`config.mk`:
```
export PLATFORM = sky130hd
export DESIGN_NAME = fifo_wr_arbiter
export DESIGN_NICKNAME = d
export VERILOG_FILES = /design/src/rtl/fifo_arb_pkg.sv /design/src/rtl/fifo_rr_picker.sv /design/src/rtl/fifo_wr_arbiter.sv
export SDC_FILE = /design/constraint.sdc
export NUM_CORES = 1
export LEC_CHECK = 0
export CAP_MARGIN = 25
export CORE_UTILIZATION = 44
export DETAILED_ROUTE_END_ITERATION = 7
export PLACE_DENSITY_LB_ADDON = 0.12
export SLEW_MARGIN = 20
export SYNTH_ARGS = -nofsm -noshare
export SYNTH_HDL_FRONTEND = slang
export SYNTH_SLANG_ARGS = --single-unit
```
`constraint.sdc`:
```
create_clock -name clk -period 2.7 [get_ports clk]
set_input_delay 0.54 -clock clk [delete_from_list [all_inputs] [get_ports clk]]
set_output_delay 0.54 -clock clk [all_outputs]
set_load 0.01 [all_outputs]
```
`src/rtl/fifo_arb_pkg.sv`:
```
// Shared definitions for the FIFO write-port arbiter.
//   arb_state_e : scheduler states (IDLE / SEND_LO / SEND_HI)
//   idx_width() : bits needed to index n_req requesters (minimum 1)
package fifo_arb_pkg;

  typedef enum logic [1:0] {
    IDLE    = 2'b00,
    SEND_LO = 2'b01,
    SEND_HI = 2'b10
  } arb_state_e;

  // ceil(log2(n)), never less than 1 so a 1-bit index still exists.
  function automatic int idx_width(input int n);
    int w;
    w = 1;
    while ((1 << w) < n) w++;
    return w;
  endfunction

endpackage

```
`src/rtl/fifo_rr_picker.sv`:
```
// Combinational round-robin selector.
//   req   : request vector, one bit per requester
//   last  : index granted most recently (lowest priority this round)
//   found : at least one request is set
//   idx   : first set request searching from last+1 upward, wrapping
module fifo_rr_picker #(
  parameter int N_REQ = 4,
  parameter int IDX_W = 2
) (
  input  logic [N_REQ-1:0] req,
  input  logic [IDX_W-1:0] last,
  output logic             found,
  output logic [IDX_W-1:0] idx
);

  logic [IDX_W-1:0] cand;

  // Walk from the lowest priority (last itself) to the highest (last+1), so
  // the final hit that sticks is the closest one after last.
  always_comb begin
    // NOTE: every output gets a default before the loop; without it a
    // combinational block that assigns conditionally infers a latch.
    found = 1'b0;
    idx   = '0;
    cand  = '0;
    for (int k = N_REQ; k >= 1; k--) begin
      cand = IDX_W'((int'(last) + k) % N_REQ);
      if (req[cand]) begin
        found = 1'b1;
        idx   = cand;
      end
    end
  end

endmodule

```
`src/rtl/fifo_wr_arbiter.sv`:
```
// Write-domain scheduler sharing one async-FIFO write port among N_REQ
// requesters. Grants round-robin, serialises each request into one or two
// D_SIZE frames and only writes while the FIFO is not full.
//   clk, rst  : write-domain clock, asynchronous active-high reset
//   req       : per-requester request level, held until ack
//   req_two   : per-requester two-frame flag (low frame first)
//   req_data  : packed payloads, 2*D_SIZE bits per requester
//   fifo_full : FIFO full flag
//   ack       : one-hot, one-cycle capture pulse
//   w_inc     : FIFO write enable
//   w_data    : FIFO write data
//   grant_id  : index of current/last granted requester
//   busy      : high whenever a transfer is in progress
module fifo_wr_arbiter
  import fifo_arb_pkg::*;
#(
  parameter int D_SIZE = 8,
  parameter int N_REQ  = 4,
  parameter int IDX_W  = idx_width(N_REQ)
) (
  input  logic                      clk,
  input  logic                      rst,
  input  logic [N_REQ-1:0]          req,
  input  logic [N_REQ-1:0]          req_two,
  input  logic [N_REQ*2*D_SIZE-1:0] req_data,
  input  logic                      fifo_full,
  output logic [N_REQ-1:0]          ack,
  output logic                      w_inc,
  output logic [D_SIZE-1:0]         w_data,
  output logic [IDX_W-1:0]          grant_id,
  output logic                      busy
);

  arb_state_e state, state_next;

  logic [IDX_W-1:0]    last;
  logic [2*D_SIZE-1:0] hold;
  logic                hold_two;
  logic                pick_found;
  logic [IDX_W-1:0]    pick_idx;
  logic                take_grant;
  logic [2*D_SIZE-1:0] payload [N_REQ];

  for (genvar g = 0; g < N_REQ; g++) begin : g_payload
    assign payload[g] = req_data[g*2*D_SIZE +: 2*D_SIZE];
  end

  fifo_rr_picker #(
    .N_REQ (N_REQ),
    .IDX_W (IDX_W)
  ) u_picker (
    .req   (req),
    .last  (last),
    .found (pick_found),
    .idx   (pick_idx)
  );

  // Requests are only sampled in IDLE; anything raised during a transfer
  // waits, with no state kept for it.
  assign take_grant = (state == IDLE) && pick_found;

  // State register.
  always_ff @(posedge clk or posedge rst) begin
    // NOTE: sequential state uses non-blocking assignments so every register
    // samples pre-edge values regardless of block ordering.
    if (rst) state <= IDLE;
    else     state <= state_next;
  end

  // Next-state logic. A frame leaves only on a cycle with fifo_full low, so
  // each full cycle costs exactly one stall cycle.
  always_comb begin
    state_next = state;
    unique case (state)
      IDLE:    if (take_grant) state_next = SEND_LO;
      SEND_LO: if (!fifo_full) state_next = hold_two ? SEND_HI : IDLE;
      SEND_HI: if (!fifo_full) state_next = IDLE;
      default: state_next = IDLE;
    endcase
  end

  // Output logic: w_inc is combinational so a full flag that rises this
  // cycle blocks the write this cycle.
  always_comb begin
    w_inc  = 1'b0;
    busy   = (state != IDLE);
    w_data = hold[D_SIZE-1:0];
    unique case (state)
      SEND_LO: w_inc = !fifo_full;
      SEND_HI: begin
        w_inc  = !fifo_full;
        w_data = hold[2*D_SIZE-1:D_SIZE];
      end
      default: w_inc = 1'b0;
    endcase
  end

  // Grant capture: holding register, pointer, grant index and ack pulse.
  always_ff @(posedge clk or posedge rst) begin
    if (rst) begin
      // NOTE: the holding register is reset because it drives w_data, which
      // must read zero out of reset; a mid-transfer reset drops its payload.
      hold     <= '0;
      hold_two <= 1'b0;
      last     <= IDX_W'(N_REQ - 1);
      grant_id <= '0;
      ack      <= '0;
    end else begin
      ack <= '0;
      if (take_grant) begin
        hold          <= payload[pick_idx];
        hold_two      <= req_two[pick_idx];
        last          <= pick_idx;
        grant_id      <= pick_idx;
        ack[pick_idx] <= 1'b1;
      end
    end
  end

endmodule

```
* Word-level counts from Yosys, hierarchy flattened
Index checks and enable logic that the tools add are counted.
** Storage, ports and cells
- Register bits after elaboration :: 27
- Input port bits :: 75
- Word-level logic and storage cells :: 61
** Operators by class
- Add/sub/neg operators :: 4
- Order comparisons :: 7
- Equality and inequality tests :: 5
- Multiplexer cells :: 31
- Bitwise logic cells :: 1
- Reductions and logical operators :: 7
** Operator list (number)
- $bmux 16 s2 :: 1
- $mux 16 :: 2
- $mux 2 :: 8
- $lt 2x3->1 const B :: 5
- $mux 1 :: 11
- $bmux 1 s2 :: 5
- $mux 8 :: 1
- $ne 2x2->1 const B :: 3
- $pmux 2 s3 :: 1
- $add 2x1->2 const B :: 2
- $add 2x2->2 const B :: 2
- $mux 4 :: 1
- $ge 3x3->1 const B :: 1
- $not 2->3 :: 1
- $reduce_and 3->1 :: 1
- $demux 1 s2 :: 1
- $eq 2x1->1 const B :: 1
- $eq 2x2->1 const B :: 1
- $ge 2x1->1 const B :: 1
- $logic_and 1x1->1 :: 2
- $logic_not 2->1 :: 1
- $reduce_bool 2->1 :: 1
- $reduce_or 2->1 :: 1
- $logic_not 1->1 :: 1

* Depth between registers and ports, before layout
Gate-level depths: netlist of run 1.
- Word-level depth :: 12
- Gate-level depth with buffers :: 8
- Mapped depth without buffers :: 7

* Cells and area by module
Synthesis of run 1 repeated with hierarchy kept, for this count alone.
** Second synthesis, totals
- Cell total of the unflattened synthesis :: 159
- Area total of the unflattened synthesis :: 1712.9 um2
** Modules (own cells, without submodules)
- fifo_wr_arbiter :: instances 1, cells an instance 145, area an instance 1621.6 um2, seq. area each 678.2 um2
- fifo_rr_picker :: instances 1, cells an instance 14, area an instance 91.3 um2, seq. area each 0.0 um2

* Worst setup path before layout of run 1
Ideal clock, no wire load.
- Path kind :: register -> register
- Start point :: register state[0]
- End point :: register hold[0]
- Library setup time :: 0.135 ns
- Arrival :: 1.754 ns
- Required time :: 2.565 ns
- Slack :: 0.811 ns
- Cell stages (with the launch flop) :: 9
- Buffers on the path :: 1
- Period minus slack after synthesis :: 1.889 ns
- Cell sequence :: dfrtp_1 > inv_1 > ha_1 > inv_1 > nor2_1 > nand2_2 > buf_4 > a211oi_2 > a211oi_2
** Between the ends
- Longest elaborated chain between the ends :: 2
** RTL lines
- start, declared :: line fifo_wr_arbiter.sv:34 : arb_state_e state, state_next;
- start signal, assigned :: line fifo_wr_arbiter.sv:67 : else state <= state_next;
- $logic_not 2->1 :: line fifo_wr_arbiter.sv:60 : assign take_grant = (state == IDLE) && pick_found;
- $logic_and 1x1->1 :: line fifo_wr_arbiter.sv:60
- end signal, assigned :: line fifo_wr_arbiter.sv:111 : hold <= payload[pick_idx];
- end, declared :: line fifo_wr_arbiter.sv:37 : logic [2*D_SIZE-1:0] hold;
No other way between the ends.
A chain may end at the register's enable or synchronous reset.

* Final worst setup path of run 1
- Start point :: register state[0]
- End point :: output port w_data[0]
** Between the ends
- Longest elaborated chain between the ends :: 2
** RTL lines
- $eq 2x2->1 :: line fifo_wr_arbiter.sv:88 : unique case (state)
- $mux 8 :: line fifo_wr_arbiter.sv:88
- end, declared :: line fifo_wr_arbiter.sv:29 : output logic [D_SIZE-1:0] w_data,
No other way between the ends.

==> results of run 1 <==
## per-stage QoR
stage / worst slack (ns) / utilization [%]
floorplan: 0.811 / -
global placement: 0.283 / 70.4
detailed placement: 0.246 / 70.4
CTS: 0.0653 / 71.6
global route: 0.0306 / 71.8
finish: 0.122 / 71.8
## cell type report
class / instances / area (sq um)
Fill cell: 302 / 1140
Multi-Input combinational cell: 132 / 1050
Timing Repair Buffer: 103 / 998
Sequential cell: 27 / 678
Inverter: 21 / 78.8
Tap cell: 50 / 62.6
Clock buffer: 3 / 41.3
Clock inverter: 1 / 5.00
## cell usage in the layout, fill, tap and decap left out, types with 2 or more instances in the layout
cell type        count
clkdlybuf4s50_1     90
a211oi_1            33
nor2_1              25
dfrtp_1             25
inv_1               20
mux2i_1             18
buf_4               13
a211oi_2            12
mux2_2              10
nand2_1              5
nor3_1               4
nand2b_1             3
ha_1                 3
clkbuf_8             3
nor2b_1              2
a21o_1               2
o21ai_0              2
a221o_1              2
dfstp_2              2
## per-layer routing
metal / vias up / global-route usage, % / part of all wire [%]
met5: - / 0 / 0
li1: 886 / - / -
met2: 68 / 39.4 / 49
met4: 0 / 6.38 / 1.5
met1: 846 / 29.0 / 44
met3: 7 / 3.55 / 5.8
## kinds of logic after synthesis
group | count (synthesis) | share of synthesized area, %
AOI/OAI and AO/OA | 57 | 26.7
muxes | 28 | 15.4
adders and majority gates | 4 | 2.64
and+or+nand+nor | 43 | 9.97
DFF | 27 | 35.8
buffers and inverters | 34 | 9.44
## sequential cells by signal, indices dropped and copies added, names as in the netlist
register  count
last          2
hold         16
state         2
hold_two      1
grant_id      2
ack           4
## worst paths after layout
kind | start | end | slack [ns] | depth (start not counted)
hold / removal | grant_id[1]$_DFFE_PP0P_ | grant_id[1]$_DFFE_PP0P_ | 0.51 | 2
min in group asynchronous | rst | hold[6]$_DFFE_PP0P_ | 0.66 | 2
max in group asynchronous | rst | hold[8]$_DFFE_PP0P_ | 1.43 | 3
setup reg to reg | last[1]$_DFFE_PP1P_ | hold[14]$_DFFE_PP0P_ | 0.66 | 7
hold reg to reg | grant_id[1]$_DFFE_PP0P_ | grant_id[1]$_DFFE_PP0P_ | 0.51 | 2
setup / recovery | state[0]$_DFFE_PP0P_ | w_data[0] | 0.12 | 5
## power by group through the flow
stage | clock (mW) | combinational (mW) | sequential [mW]
finish | 0.232 | 1.60 | 0.727
floorplan | 0 | 1.05 | 0.705
detailed placement | 0 | 1.59 | 0.735
global placement | 0 | 1.57 | 0.729
global route | 0.250 | 1.75 | 0.753
CTS | 0.237 | 1.60 | 0.726
## worst max-delay path, stage by stage, from the launching register on
cell	delay, ns
dfrtp_1	0.40
inv_1	0.16
ha_4	0.21
buf_4	0.17
mux2_2	0.33
clkdlybuf4s50_1	0.50
## repair_timing
action / 4_1_cts / 5_1_grt
endpoints found under the hold margin: 0 / 0
resized for setup: 1 / 1
hold buffers: 0 / 0
setup endpoints to repair: 3 / 5
==> impl_metrics.env, run 1 <==
export IMPL_fin_crit_ns=2.58
export IMPL_drt_first_pass_iters=4
export IMPL_rsz0062_at_grt="false"
export IMPL_maxClockFrequency_ghz=0.388
export IMPL_design_portCount=91
export IMPL_place_area_sq_um=2860
export IMPL_synth_top_area_share_pct=33.0
export IMPL_synth_async_sr_flop_share_pct=100
export IMPL_ant_nets=0
export IMPL_end_kind="output port"
export IMPL_hp_class="flip-flop to flip-flop"
export IMPL_fin_crit_sh_pct=95.5
export IMPL_tns_ns=0
export IMPL_drive_above_1_share_pct=16.4
export IMPL_diodes=0
export IMPL_wl_per_cell_um=14.9
export IMPL_setup_violations_final=0
export IMPL_clock_latency_ns=0.27
export IMPL_syn_inst=193
export IMPL_cts_sinks=27
export IMPL_drt_initial_drc_count=47
export IMPL_synth_fp_nets=272
export IMPL_grt_max_degree=20
export IMPL_total_power_mw=2.56
export IMPL_synth_seq_cells=27
export IMPL_tightest_slew_ns=0.674
export IMPL_p_comb_share_pct=62.5
export IMPL_cell_internal_pwr_mw=1.53
export IMPL_track_usage_pct=22.8
export IMPL_maxCapViolations=0
export IMPL_power_frac_clock_pct=9.1
export IMPL_final_nets=367
export IMPL_place_gp_congestion=0.780
export IMPL_synthTopCellsByArea="dfrtp_1, a211oi_1, mux2i_1, a211oi_2, mux2_2"
export IMPL_cts_path_max_buffers=2
export IMPL_postRouteWirelength_um=5010
export IMPL_antenna_found_initial=0
export IMPL_synth_area_sq_um=1900
export IMPL_area_growth_pct=53.8
export IMPL_final_cells=337
export IMPL_switching_power_mw=1.02
export IMPL_synth_cell_type_count=32
export IMPL_die_y_um=67.6
export IMPL_numPortBuffers=90
export IMPL_crit_arrival_ns=2.04
export IMPL_critPathLaunchType="flip-flop"
export IMPL_hold_viol=0
export IMPL_overflow=0
export IMPL_core_sq_um=4060
export IMPL_final_area_sq_um=2920
export IMPL_skew_ns=0.00375
export IMPL_hold_ws_ns=0.509
export IMPL_switching_share_pct=40.0
export IMPL_die_area_sq_um=4570
export IMPL_root_buffer="clkbuf_8"
export IMPL_seq_power_share_pct=28.4
export IMPL_grt_pass1_vias=1712
export IMPL_dp_cells=333
export IMPL_powerDensity_nw_per_um2=877
export IMPL_numCtsBuffers=3
export IMPL_critPathMaxFanout=5
export IMPL_die_width_um=67.6
export IMPL_synth_edff_count=0
export IMPL_required_ns=2.16
export IMPL_synth_warnings=0
export IMPL_cts_tree="yes"
export IMPL_drc=0
export IMPL_cts_setup_buffers=0
export IMPL_synth_ff_type="dfrtp_1"
export IMPL_crit_type="flip-flop to output port"
export IMPL_fp_row_count=23
export IMPL_synth_most_common_cell="a211oi_1"
export IMPL_status="finished, final reports clean"
export IMPL_finalMaxSlewViolations=0
export IMPL_vias=1807
export IMPL_slew_headroom_pct=55.0
export IMPL_synthTopCellsByCount="a211oi_1, dfrtp_1, nor2_1"
export IMPL_initial_core_util_pct=46.7
export IMPL_syn_avg_cell_area_sq_um=9.82
export IMPL_hpwlAfterDp_um=3890
export IMPL_clk_pin_slew_ns=0.09
export IMPL_viasPerCell=5.36
export IMPL_cts_max_level=1
export IMPL_leakage_nw=1.21
export IMPL_synth_top_cell_by_area="dfrtp_1"
export IMPL_synth_seq_area_share_pct=35.8
export IMPL_grt_pass1_wl_um=7750
export IMPL_peakVddDrop_v=0.000381
Power figures use the tool's default switching activity.
==> run 2, diff against run 1 <==
- CORE_UTILIZATION: 44 -> 43
==> run 2 against run 1 <==
Via count fell by 0.50%. Final cell count fell by 0.59%. Sequential share of layout area rose by 0.10 points. Count of clock-buffer cells in the layout did not move. Global-route usage rose by 0.92 points. Critical path depth fell by 1. Critical path type unchanged. Largest cell class unchanged. Largest power group unchanged.
==> impl_metrics.env, run 2 (synthesis gave the netlist of run 1 again) <==
export IMPL_status="finished, final reports clean"
export IMPL_hpwlAfterDp_um=4080
export IMPL_drc=0
export IMPL_required_ns=2.16
export IMPL_final_cells=335
export IMPL_root_buffer="clkbuf_8"
export IMPL_end_kind="output port"
export IMPL_dp_slack_ns=0.211
export IMPL_grt_pass1_wl_um=8080
export IMPL_fp_row_count=23
export IMPL_track_usage_pct=23.7
export IMPL_viasPerCell=5.37
export IMPL_overflow=0
export IMPL_slew_headroom_pct=68.1
export IMPL_drt_initial_drc_count=56
export IMPL_leakage_nw=1.20
export IMPL_antenna_found_initial=0
export IMPL_area_growth_pct=53.1
export IMPL_switching_share_pct=40.0
export IMPL_numPortBuffers=90
export IMPL_largest_reg_flops=16
export IMPL_clock_latency_ns=0.27
export IMPL_cts_tree="yes"
export IMPL_core_sq_um=4120
export IMPL_place_gp_congestion=0.797
export IMPL_finalMaxSlewViolations=0
export IMPL_grt_pass1_vias=1762
export IMPL_holdBufCountCts=0
export IMPL_design_portCount=91
export IMPL_initial_core_util_pct=46.1
export IMPL_layout_commonest_cell="clkdlybuf4s50_1"
export IMPL_cts_path_max_buffers=2
export IMPL_die_area_sq_um=4680
export IMPL_crit_type="flip-flop to output port"
export IMPL_critPathLaunchType="flip-flop"
export IMPL_drt_first_pass_iters=4
export IMPL_die_width_um=68.4
export IMPL_final_nets=365
export IMPL_cts_sinks=27
export IMPL_seq_power_share_pct=28.7
export IMPL_critPathMaxFanout=9
export IMPL_dp_cells=331
export IMPL_vias=1798
export IMPL_numCtsBuffers=3
export IMPL_timing_final_ws_setup_ns=0.146
export IMPL_switching_power_mw=1.02
export IMPL_tns_ns=0
export IMPL_postRouteWirelength_um=5110
export IMPL_maxClockFrequency_ghz=0.392
export IMPL_tightest_slew_ns=0.474
export IMPL_fin_crit_ns=2.55
export IMPL_rsz0062_at_grt="false"
export IMPL_ant_nets=0
export IMPL_p_comb_share_pct=62.1
export IMPL_crit_arrival_ns=2.01
export IMPL_die_y_um=68.4
export IMPL_drive_above_1_share_pct=15.8
export IMPL_skew_ns=0.00173
export IMPL_powerDensity_nw_per_um2=880
export IMPL_reg_top3="hold (16), ack (4)"
export IMPL_final_cell_mix="clkdlybuf4s50_1, a211oi_1, nor2_1, dfrtp_1, inv_1"
export IMPL_utilization_pct=70.5
export IMPL_wl_per_cell_um=15.3
export IMPL_clk_pin_slew_ns=0.10
export IMPL_grt_max_degree=20
export IMPL_hp_class="flip-flop to flip-flop"
export IMPL_maxCapViolations=0
export IMPL_power_frac_clock_pct=9.2
export IMPL_regMostFlops="hold"
export IMPL_peakVddDrop_v=0.000364
export IMPL_diodes=0
export IMPL_setup_violations_final=0
export IMPL_cell_internal_pwr_mw=1.53
export IMPL_cts_max_level=1
export IMPL_hold_viol=0
export IMPL_fin_crit_sh_pct=94.6
export IMPL_cts_setup_buffers=0
run 2: cell count changes in the layout (fill, tap and decap cells not counted):
cell    change
ha_4        -1
buf_12      +1
ha_2        +1
buf_4       -3
run 2: power by group through the flow:
| stage | logic (mW) | registers [mW] | clock network (mW) |
|---|---|---|---|
| after detailed placement | 1.59 | 0.740 | 0 |
| final | 1.59 | 0.732 | 0.235 |
| after floorplan | 1.05 | 0.705 | 0 |
| after global placement | 1.57 | 0.733 | 0 |
| after CTS | 1.60 | 0.733 | 0.239 |
| after global routing | 1.74 | 0.754 | 0.255 |
run 2: layer usage:
| metal | vias to the layer above | track usage (%) | wire length, um |
|---|---|---|---|
| met5 | - | 0 | 0 |
| met4 | 0 | 9.38 | 126 |
| met3 | 10 | 4.17 | 270 |
| met2 | 68 | 42.5 | 2530 |
| met1 | 837 | 27.5 | 2190 |
| li1 | 883 | - | - |
run 2: through the flow:
step / instance area [sq um] / power, mW / hold WS, ns
floorplan: 1900 / 1.75 / 0.476
global placement: 2850 / 2.30 / 0.480
detailed placement: 2850 / 2.33 / 0.464
CTS: 2900 / 2.57 / 0.488
global route: 2900 / 2.75 / 0.539
finish: 2900 / 2.55 / 0.482
run 2: final cells by class:
type	instances	area, sq um
multi-input cells	132	1040
clock buffers	3	41.3
clock inverters	1	5.00
flip-flops and latches	27	678
inverters	21	78.8
fillers	329	1210
repair buffers	101	996
well taps	50	62.6
run 2: worst paths after layout:
| path | from | endpoint | slack, ns | depth (start not counted) |
|---|---|---|---|---|
| setup / recovery | state[0]$_DFFE_PP0P_ | w_data[0] | 0.15 | 4 |
| hold / removal | grant_id[1]$_DFFE_PP0P_ | grant_id[1]$_DFFE_PP0P_ | 0.48 | 2 |
| setup reg to reg | last[1]$_DFFE_PP1P_ | hold[10]$_DFFE_PP0P_ | 0.69 | 6 |
| hold reg to reg | grant_id[1]$_DFFE_PP0P_ | grant_id[1]$_DFFE_PP0P_ | 0.48 | 2 |
| max in group asynchronous | rst | last[1]$_DFFE_PP1P_ | 1.48 | 3 |
| min in group asynchronous | rst | ack[3]$_DFF_PP0_ | 0.58 | 2 |
run 2: worst max-delay path, cell delays in order (launching register included):
cell,delay [ns]
dfrtp_1,0.39
inv_1,0.12
ha_2,0.36
mux2_2,0.37
clkdlybuf4s50_1,0.49
run 2: timing repair:
item / in CTS / in global routing
endpoints found under the hold margin: 0 / 0
setup endpoints to repair: 0 / 8
gates resized for setup: 0 / 1
